**src/rtl/enc_2to1.sv**
```systemverilog
// enc_2to1 -- registered 2-to-1 word selector.
// On each enabled clock edge one of two WIDTH-bit sources, chosen by mux_sel,
// is captured into the output register. The block also reports which source
// is held, whether the held data is valid, and pulses when the chosen source
// changes between consecutive valid loads.
// Optional feature: define ENC_2TO1_PARITY_EN to add a registered even-parity
// output (mux_parity) alongside mux_out.
module enc_2to1 #(
  parameter int WIDTH = 32
) (
  input  logic             clk,
  input  logic             clr,
  input  logic [WIDTH-1:0] mux_input_0,
  input  logic [WIDTH-1:0] mux_input_1,
  input  logic             mux_sel,
  input  logic             mux_en,
  output logic [WIDTH-1:0] mux_out,
  output logic             mux_valid,
  output logic             mux_sel_q,
`ifdef ENC_2TO1_PARITY_EN
  output logic             mux_sel_chg,
  output logic             mux_parity
`else
  output logic             mux_sel_chg
`endif
);

  logic [WIDTH-1:0] out_q,   out_d;
  logic             valid_q, valid_d;
  logic             sel_q,   sel_d;
  logic             chg_q,   chg_d;

  // Word picked by the current select; only captured when mux_en is high.
  logic [WIDTH-1:0] picked_word;
  assign picked_word = mux_sel ? mux_input_1 : mux_input_0;

  // Next-state logic: load the picked word or hold; the change pulse only
  // fires on a load that follows an earlier valid load with another select.
  always_comb begin
    out_d   = out_q;
    valid_d = valid_q;
    sel_d   = sel_q;
    chg_d   = 1'b0;
    if (mux_en) begin
      out_d   = picked_word;
      valid_d = 1'b1;
      sel_d   = mux_sel;
      chg_d   = valid_q & (mux_sel != sel_q);
    end
  end

  // State registers; clr wins over any load at the same edge.
  always_ff @(posedge clk) begin
    if (clr) begin
      out_q   <= '0;
      valid_q <= 1'b0;
      sel_q   <= 1'b0;
      chg_q   <= 1'b0;
    end else begin
      out_q   <= out_d;
      valid_q <= valid_d;
      sel_q   <= sel_d;
      chg_q   <= chg_d;
    end
  end

  assign mux_out     = out_q;
  assign mux_valid   = valid_q;
  assign mux_sel_q   = sel_q;
  assign mux_sel_chg = chg_q;

`ifdef ENC_2TO1_PARITY_EN
  logic parity_q, parity_d;

  // Parity tracks the word being loaded so it always matches mux_out.
  always_comb begin
    parity_d = parity_q;
    if (mux_en) begin
      parity_d = ^picked_word;
    end
  end

  // Parity register, cleared together with the data register.
  always_ff @(posedge clk) begin
    if (clr) begin
      parity_q <= 1'b0;
    end else begin
      parity_q <= parity_d;
    end
  end

  assign mux_parity = parity_q;
`endif

endmodule

```
**config.mk**
```make
export PLATFORM = sky130hd
export DESIGN_NAME = enc_2to1
export DESIGN_NICKNAME = d
export VERILOG_FILES = /design/src/rtl/enc_2to1.sv
export SDC_FILE = /design/constraint.sdc
export NUM_CORES = 1
export LEC_CHECK = 0
export CORE_MARGIN = 2
export CORE_UTILIZATION = 38
export CTS_CLUSTER_SIZE = 28
export DETAILED_ROUTE_END_ITERATION = 8
export GPL_TIMING_DRIVEN = 0
export PLACE_DENSITY = 0.92
export SLEW_MARGIN = 40
export SYNTH_ARGS = -nofsm -noshare
export SYNTH_HDL_FRONTEND = slang
export SYNTH_SLANG_ARGS = --single-unit
```
**constraint.sdc**
```tcl
create_clock -name clk -period 1.61 [get_ports clk]
set_input_delay 0.322 -clock clk [delete_from_list [all_inputs] [get_ports clk]]
set_output_delay 0.322 -clock clk [all_outputs]
set_load 0.02 [all_outputs]
```
Word level (Yosys, flattened, before mapping)
Index checks and enable logic that the tools add are counted.

Flip-flop bits (word level): 35. Bits of input ports: 68. Output and inout port bits: 35.

Equality and inequality tests: 1. Muxes and demuxes: 1. Bitwise operators: 2. Reduce and logical (&&, ||, !) cells: 1.

Operators with widths (count): 32-bit 2-to-1 mux (1); 2-bit OR reduction (1); 1-bit AND (1); 1-bit inequality test (1); 1-bit inverter (1).

Longest topological paths before layout
Gate-level depths: netlist (run 1).

Depth after elaboration: 2. Depth in mapped cells: 4. Gate-level depth less buffers: 2.

Least setup slack after synthesis (run 1)
No wires, ideal clock.

Kind: input port to flip-flop. Start point: input clr. End point: register sel_q (netlist: mux_sel_q). Library setup time: 128 ps. Arrival: 890 ps. Slack: 592 ps. Cell stages on the path: 3. Buffers on the path: 2. Cells stage by stage: clkbuf_1 clkbuf_1 nor2_1.

RTL lines: start, declared (line 12) `input logic clr,`; end signal, assigned (line 62) `sel_q <= sel_d;`; end, declared (line 30) `logic sel_q, sel_d;`.

No word-level cell between the ends.

Worst setup path after layout (run 1)
Start point: register out_q[1] (netlist: mux_out[1]). End point: output mux_out[1].

RTL lines: start, declared (line 28) `logic [WIDTH-1:0] out_q, out_d;`; start signal, assigned (line 60) `out_q <= out_d;`; end, declared (line 17) `output logic [WIDTH-1:0] mux_out,`.

No word-level cell between the ends.

==> summary.txt, run 1 <==
Status
  – Run status: complete, no violations

Critical path
  – Maximum fanout along the worst path: 2
  – Peak per-stage delay on the critical path: 0.62 ns
  – Data required time at the worst endpoint: 1.29 ns
  – Sort of element at the start of the critical path: flip-flop
  – Depth of the worst register-to-register path: 2
  – Arrival time worst endpoint: 1.26 ns
  – Critical path class: flip-flop to output pin
  – CP top delay family: buffers and inverters
  – Capturing element type of the critical path: output pin
  – Critical-path cell list: clkdlybuf4s50_1
  – Crit path max-delay cell type: clkdlybuf4s50_1
  – Worst path buffer plus inverter count: 1
  – Depth of the critical timing path with buffers and inverters included: 1

Power
  – Part of the power in the clock network: 28.2%
  – Sequential Power Share: 44.9%
  – Maximum vdd drop: 0.482 mV
  – Power Internal: 1560 uW
  – Lkg Pwr: 0.00114 uW
  – Share of power burned in combinational logic: 26.8%
  – Total net switching power: 577 uW
  – Cell area power density: 796 mW/mm2
  – Proportion of total power due to net switching: 27.0%

Synthesis
  – Share of synthesized area occupied by flip-flops and latches: 45.5%
  – Yosys synthesis warning count: 0
  – Post-synthesis cell area: 0.00154 mm2
  – Cells after synthesis: 153
  – Synth Net Count: 221
  – Count of flip-flops with a built-in enable after synthesis: 0
  – Async S/R FF share, synth: 0%
  – Average footprint of a synthesized cell: 10.1 um2
  – Number of distinct library cells after synthesis: 11
  – Area share of the leading cell type in the synthesized netlist: 45.5%
  – Synth top cells by count: dfxtp_1, nor2_1, mux2i_1
  – Post-synthesis register bit count: 35
  – Dominant register cell in the synthesized netlist: dfxtp_1
  – Synth area leaders: dfxtp_1, mux2i_1, a211oi_1, nor2_1, buf_12
  – Cell type contributing the most total cell area after synthesis: dfxtp_1

STA
  – Relative max-transition margin: 69.2%
  – Achievable Freq: 634 MHz
  – Number of failing setup endpoints in the final timing report: 0
  – Transition time at the pin with the least slew margin: 0.462 ns
  – Final count of hold timing violations: 0
  – Maximum clock skew at final layout: 0.00138 ns
  – Part of the cycle the worst path needs: 98.0%
  – Setup ws final: 0.0329 ns
  – Setup_tns: 0 ns
  – Final number of max-transition violations: 0
  – Clock period minus worst slack: 1.58 ns
  – RSZ-0062 raised after global routing: no

CTS
  – Resized cells post-CTS: 1
  – Number of buffers created by CTS: 5
  – TritonCTS clock tree: built
  – Clock input transition at the sequential cells of the worst setup and hold paths: 0.07 ns
  – Post-CTS Setup Inserts: 0
  – CTS sink cnt: 35
  – Number of buffers on the longest clock path: 2
  – Clock insertion delay at the later pin of the skew report: 0.28 ns
  – Number of hold buffers added after CTS: 0
  – CTS Root Buffer Type: clkbuf_8
  – H-tree level count: 2

Cells and area
  – Share of final-layout standard cells stronger than drive strength 1: 6.15%
  – Ant diodes: 0
  – Count of nets after finishing: 327
  – Area growth syn-to-layout: 74.7%

Route
  – Met1 wire length: 1.70 mm
  – Routed length on met3: 357 um
  – Number of design rule violations left after detail routing: 0
  – Number of design-rule violations left by the first detailed-router iteration: 42
  – Final wirelength: 4.39 mm
  – Uppermost layer routed: met4
  – Met2 routed wirelength: 2.27 mm
  – Antenna violation net count after detailed routing: 0
  – DRT Pass-1 Iters: 4
  – Avg Vias per Cell: 4.85
  – Average detailed-routed wire length per instance: 14.1 um
  – Via total after detailed routing: 1502

Place
  – Worst setup timing slack at the placement stage: 0.300 ns
  – Weighted congestion at the end of routability-driven global placement: 0.754
  – IO buf count: 99
  – Detailed Place HPWL: 3.29 mm

Floorplan
  – Boundary Pins: 103
  – Full die area: 0.00458 mm2
  – Row cnt: 23
  – Initial Util: 39.0%
  – Horiz. Die Dim: 67.6 um
  – Y dimension of the die: 67.6 um
  – Standard cell core area: 0.00394 mm2

Global route
  – Global-route usage over all layers: 19.0%
  – Number of global-route vias before repair: 1469
  – Wire length of the first global-routing pass: 6.41 mm
  – Largest net degree at the start of global routing: 12
  – Residual overflow from global routing: 0
  – Initial antenna violation count: 0

Min path
  – Worst Hold Depth: 3
  – Classification of the worst-slack hold path: input pin to flip-flop

Run
  – Maximum capacitance violations: 0
## layout make-up
cell class,count,area [um2]
plain buffers,15,119
clock buffers,6,72.6
clock inverters,2,12.5
fillers,336,1250
multi-input cells,103,719
flip-flops and latches,35,701
well taps,50,62.6
repair buffers,99,1000
## routing by layer
| layer | GRT usage [%] | up-vias |
|---|---|---|
| met5 | 0 | - |
| met4 | 8.42 | 0 |
| met3 | 5.67 | 4 |
| met2 | 34.8 | 60 |
| met1 | 19.9 | 679 |
| li1 | - | 759 |
## final timing paths
check	to	startpoint	slack, ns
max	mux_out[1]	mux_out[1]	0.03
min	mux_sel_chg	mux_en	0.36
max reg2reg	mux_out[5]	mux_out[5]	0.88
min reg2reg	mux_sel_chg	mux_valid	0.46
## layout by cell type (no fill, tap or decap)
cell              n
clkinv_2          1
buf_2             5
buf_12            3
a211oi_1         32
clkbuf_1          7
dlymetal6s2s_1    5
xnor2_1           1
dfxtp_1          35
nand2_1           1
clkinvlp_4        1
clkbuf_8          5
nor2_1           35
buf_6             1
clkdlybuf4s50_1  93
nor3_1            1
dlygate4sd2_1     1
mux2i_1          33
## kinds of logic after synthesis
kind of cell / after synthesis / synth area share [%]
muxes: 33 / 21.5
AOI/OAI and AO/OA: 32 / 15.6
and+or+nand+nor: 37 / 9.11
buffers and inverters: 15 / 7.72
xor gates and xnor gates: 1 / 0.569
DFF: 35 / 45.5
## power groups by stage
stage	clock network, uW	logic, uW	registers [uW]
after floorplan	0	182	1060
after global placement	0	567	977
after detailed placement	0	580	980
after CTS	622	582	962
after global routing	666	613	969
final	605	575	962
## per-stage QoR
| stage | utilization, % | hold WS (ns) | cell area (um2) | std cells | power [uW] |
|---|---|---|---|---|---|
| floorplan | - | 0.532 | 1540 | 153 | 1240 |
| global placement | 65.8 | 0.452 | 2590 | 302 | 1540 |
| detailed placement | 65.8 | 0.450 | 2590 | 302 | 1560 |
| CTS | 67.9 | 0.357 | 2680 | 310 | 2170 |
| global route | 68.2 | 0.391 | 2690 | 310 | 2250 |
| finish | 68.2 | 0.358 | 2690 | 310 | 2140 |
## sequential cells by signal, indices dropped and copies added (netlist names)
| signal | cells |
|---|---|
| mux_valid | 1 |
| mux_sel_chg | 1 |
| mux_sel_q | 1 |
| mux_out | 32 |
Note: power is estimated with default switching activity, not from simulation.
==> inputs of run 2 (changes only) <==
--- a/config.mk
+++ b/config.mk
@@ -11,6 +11,7 @@
 export DETAILED_ROUTE_END_ITERATION = 8
 export GPL_TIMING_DRIVEN = 0
 export PLACE_DENSITY = 0.92
+export SKIP_LAST_GASP = 1
 export SLEW_MARGIN = 40
 export SYNTH_ARGS = -nofsm -noshare
 export SYNTH_HDL_FRONTEND = slang
==> results of run 2 <==
Same layout as run 1: the final DEF is identical, and so are final timing and power.
==> edit: new RTL, settings of run 1 <==
Change the parameter `WIDTH` from 32 to 16.
--- a/src/rtl/enc_2to1.sv
+++ b/src/rtl/enc_2to1.sv
@@ -6,7 +6,7 @@
 // Optional feature: define ENC_2TO1_PARITY_EN to add a registered even-parity
 // output (mux_parity) alongside mux_out.
 module enc_2to1 #(
-  parameter int WIDTH = 32
+  parameter int WIDTH = 16
 ) (
   input  logic             clk,
   input  logic             clr,
Ports: changed (resized mux_input_0, mux_input_1 and mux_out); port bits go from 103 to 55. The function was not compared with the original's and may differ.
==> edit against run 1 <==
Design area is 47% lower; clock skew is 0.0013 ns lower; register-to-register slack better by 0.03 ns; routed wire length is 48% lower; critical path depth stayed put; sequential cell count is 16 lower; total power is 51% lower; sequential share of layout area is 0.77 points higher; worst setup slack better by 0.014 ns; synthesized area is 47% lower; combinational power is 50% lower; clock power is 61% lower.
==> edit: results (changes against run 1) <==
Outcome
The flow ran to the end, and the final reports show no timing, DRC or antenna violations.

Global routing
The number of antenna violations at the first check in global routing is 0 (unchanged). The global-route wire length before repair was 3680 µm (-43%). The all-layer global routing usage is 19.2% (+0.22 points). The number of global-route vias before repair is 860 (-41%). The global routing usage on met1 is 20.8% (+0.92 points).

The met2 layer usage reported by global route is 34.6% (-0.15 points). The met3 global-route usage is 2.38% (-3.3 points).

Setup path
The data arrival time of the critical path is 1.24 ns (-0.02 ns). The highest cell delay on the worst timing path is 0.60 ns (-0.02 ns).

Yosys
The number of warning messages in the yosys log came to 0 (unchanged). The net count of the mapped netlist is 118 (-47%). Counting instances in the post-synthesis netlist gives the leading cell types as sky130_fd_sc_hd__dfxtp_1 (19), sky130_fd_sc_hd__nor2_1 (19), sky130_fd_sc_hd__mux2i_1 (17).

Among all flip-flop cells after synthesis, the most frequent one is sky130_fd_sc_hd__dfxtp_1. The sequential share of the synthesized area was 46.4% (+0.88 points). Ranked by total cell area, the synthesized netlist is headed by sky130_fd_sc_hd__dfxtp_1 (46%), sky130_fd_sc_hd__mux2i_1 (21%), sky130_fd_sc_hd__a211oi_1 (15%), sky130_fd_sc_hd__nor2_1 (8.7%), sky130_fd_sc_hd__buf_2 (3.1%). The per-instance average area after synthesis is 9.99 µm² (-0.64%).

Final layout
The fill cell total of the finished layout is 155 (-54%). The flip-flop count of the largest register after layout is 16 (-50%). The number of antenna diodes came to 0 (unchanged). The number of nets in the layout was 174 (-47%).

The share of final-layout standard cells stronger than drive strength 1 is 8.03% (+1.9 points).

Clocking
The maximum level of the CTS H-tree is 1 (-1). The clock transition at the register clock pins on the worst setup and hold paths after CTS is 0.11 ns (+0.04 ns). The clock tree root driver cell is sky130_fd_sc_hd__clkbuf_4. The number of CTS-inserted buffers is 3 (-2).

Route
The average wire per cell in the routed design is 13.8 µm (-2.6%). The overall routed net length came to 2260 µm (-48%). The length of the first detailed-routing pass in iterations is 2 (-2). The average via count per standard cell came to 5.00 (+3.2%). The violation count after the first detailed-routing iteration is 4 (-90%).

Placement
The HPWL after detailed placement is 1790 µm (-46%). The post-placement setup slack was 0.330 ns (+0.0301 ns). The number of buffers added on ports is 51 (-48%). The final RePlAce weighted congestion was 0.720 (-4.6%). The cell total after placement came to 160 (-47%). The placed standard-cell area came to 1360 µm² (-47%).

Pwr
The leakage power total is 0.745 nW (-35%). The cell internal power dissipation came to 761 µW (-51%). The maximum resistive drop on vdd is 0.486 mV (+0.84%).

STA
The post-route clock skew is 0.0000827 ns (-0.00130 ns). The actual transition at the worst max-transition pin is 0.416 ns (-0.0457 ns).
==> edit: per-layer routing <==
metal | up-vias | share of wire, %
met2 | 30 | 53
li1 | 400 | -
met4 | 0 | 3.8
met1 | 382 | 38
met3 | 8 | 4.9
met5 | - | 0
==> edit: worst paths after layout <==
check              startpoint     endpoint  slack (ns)  depth (start not counted)
setup / recovery   mux_out[5]   mux_out[5]        0.05                          1
hold / removal            clr  mux_out[12]        0.32                          2
setup reg to reg  mux_out[11]  mux_out[11]        0.91                          2
hold reg to reg     mux_valid  mux_sel_chg        0.47                          2
==> edit: cell families after synthesis <==
family,count (synthesis),synth area share [%]
simple gates,21,9.77
flops,19,46.4
buf+inv,8,7.33
compound gates,16,14.7
xor+xnor,1,1.07
mux,17,20.8
==> edit: cell type report <==
cell class / count / area, µm² / share of cell area, %
repair buffers: 51 / 537 / 37.9
plain buffers: 8 / 60.1 / 4.24
well taps: 27 / 33.8 / 2.38
clock inverters: 1 / 5.00 / 0.353
multi-input cells: 55 / 379 / 26.7
flip-flops and latches: 19 / 380 / 26.8
clock buffers: 3 / 22.5 / 1.59
==> edit: power by group through the flow <==
stage	clock (mW)	combinational [mW]	sequential (mW)
2_1_floorplan	0	0.0949	0.572
3_3_place_gp	0	0.292	0.530
3_5_place_dp	0	0.299	0.532
4_1_cts	0.249	0.297	0.521
5_1_grt	0.270	0.311	0.525
6_report	0.238	0.290	0.520
==> edit: timing repair <==
action                     CTS  global route
setup endpoints to repair    3            12
pin swaps                    0             0
gates resized for setup      3            12
setup buffers                0             0
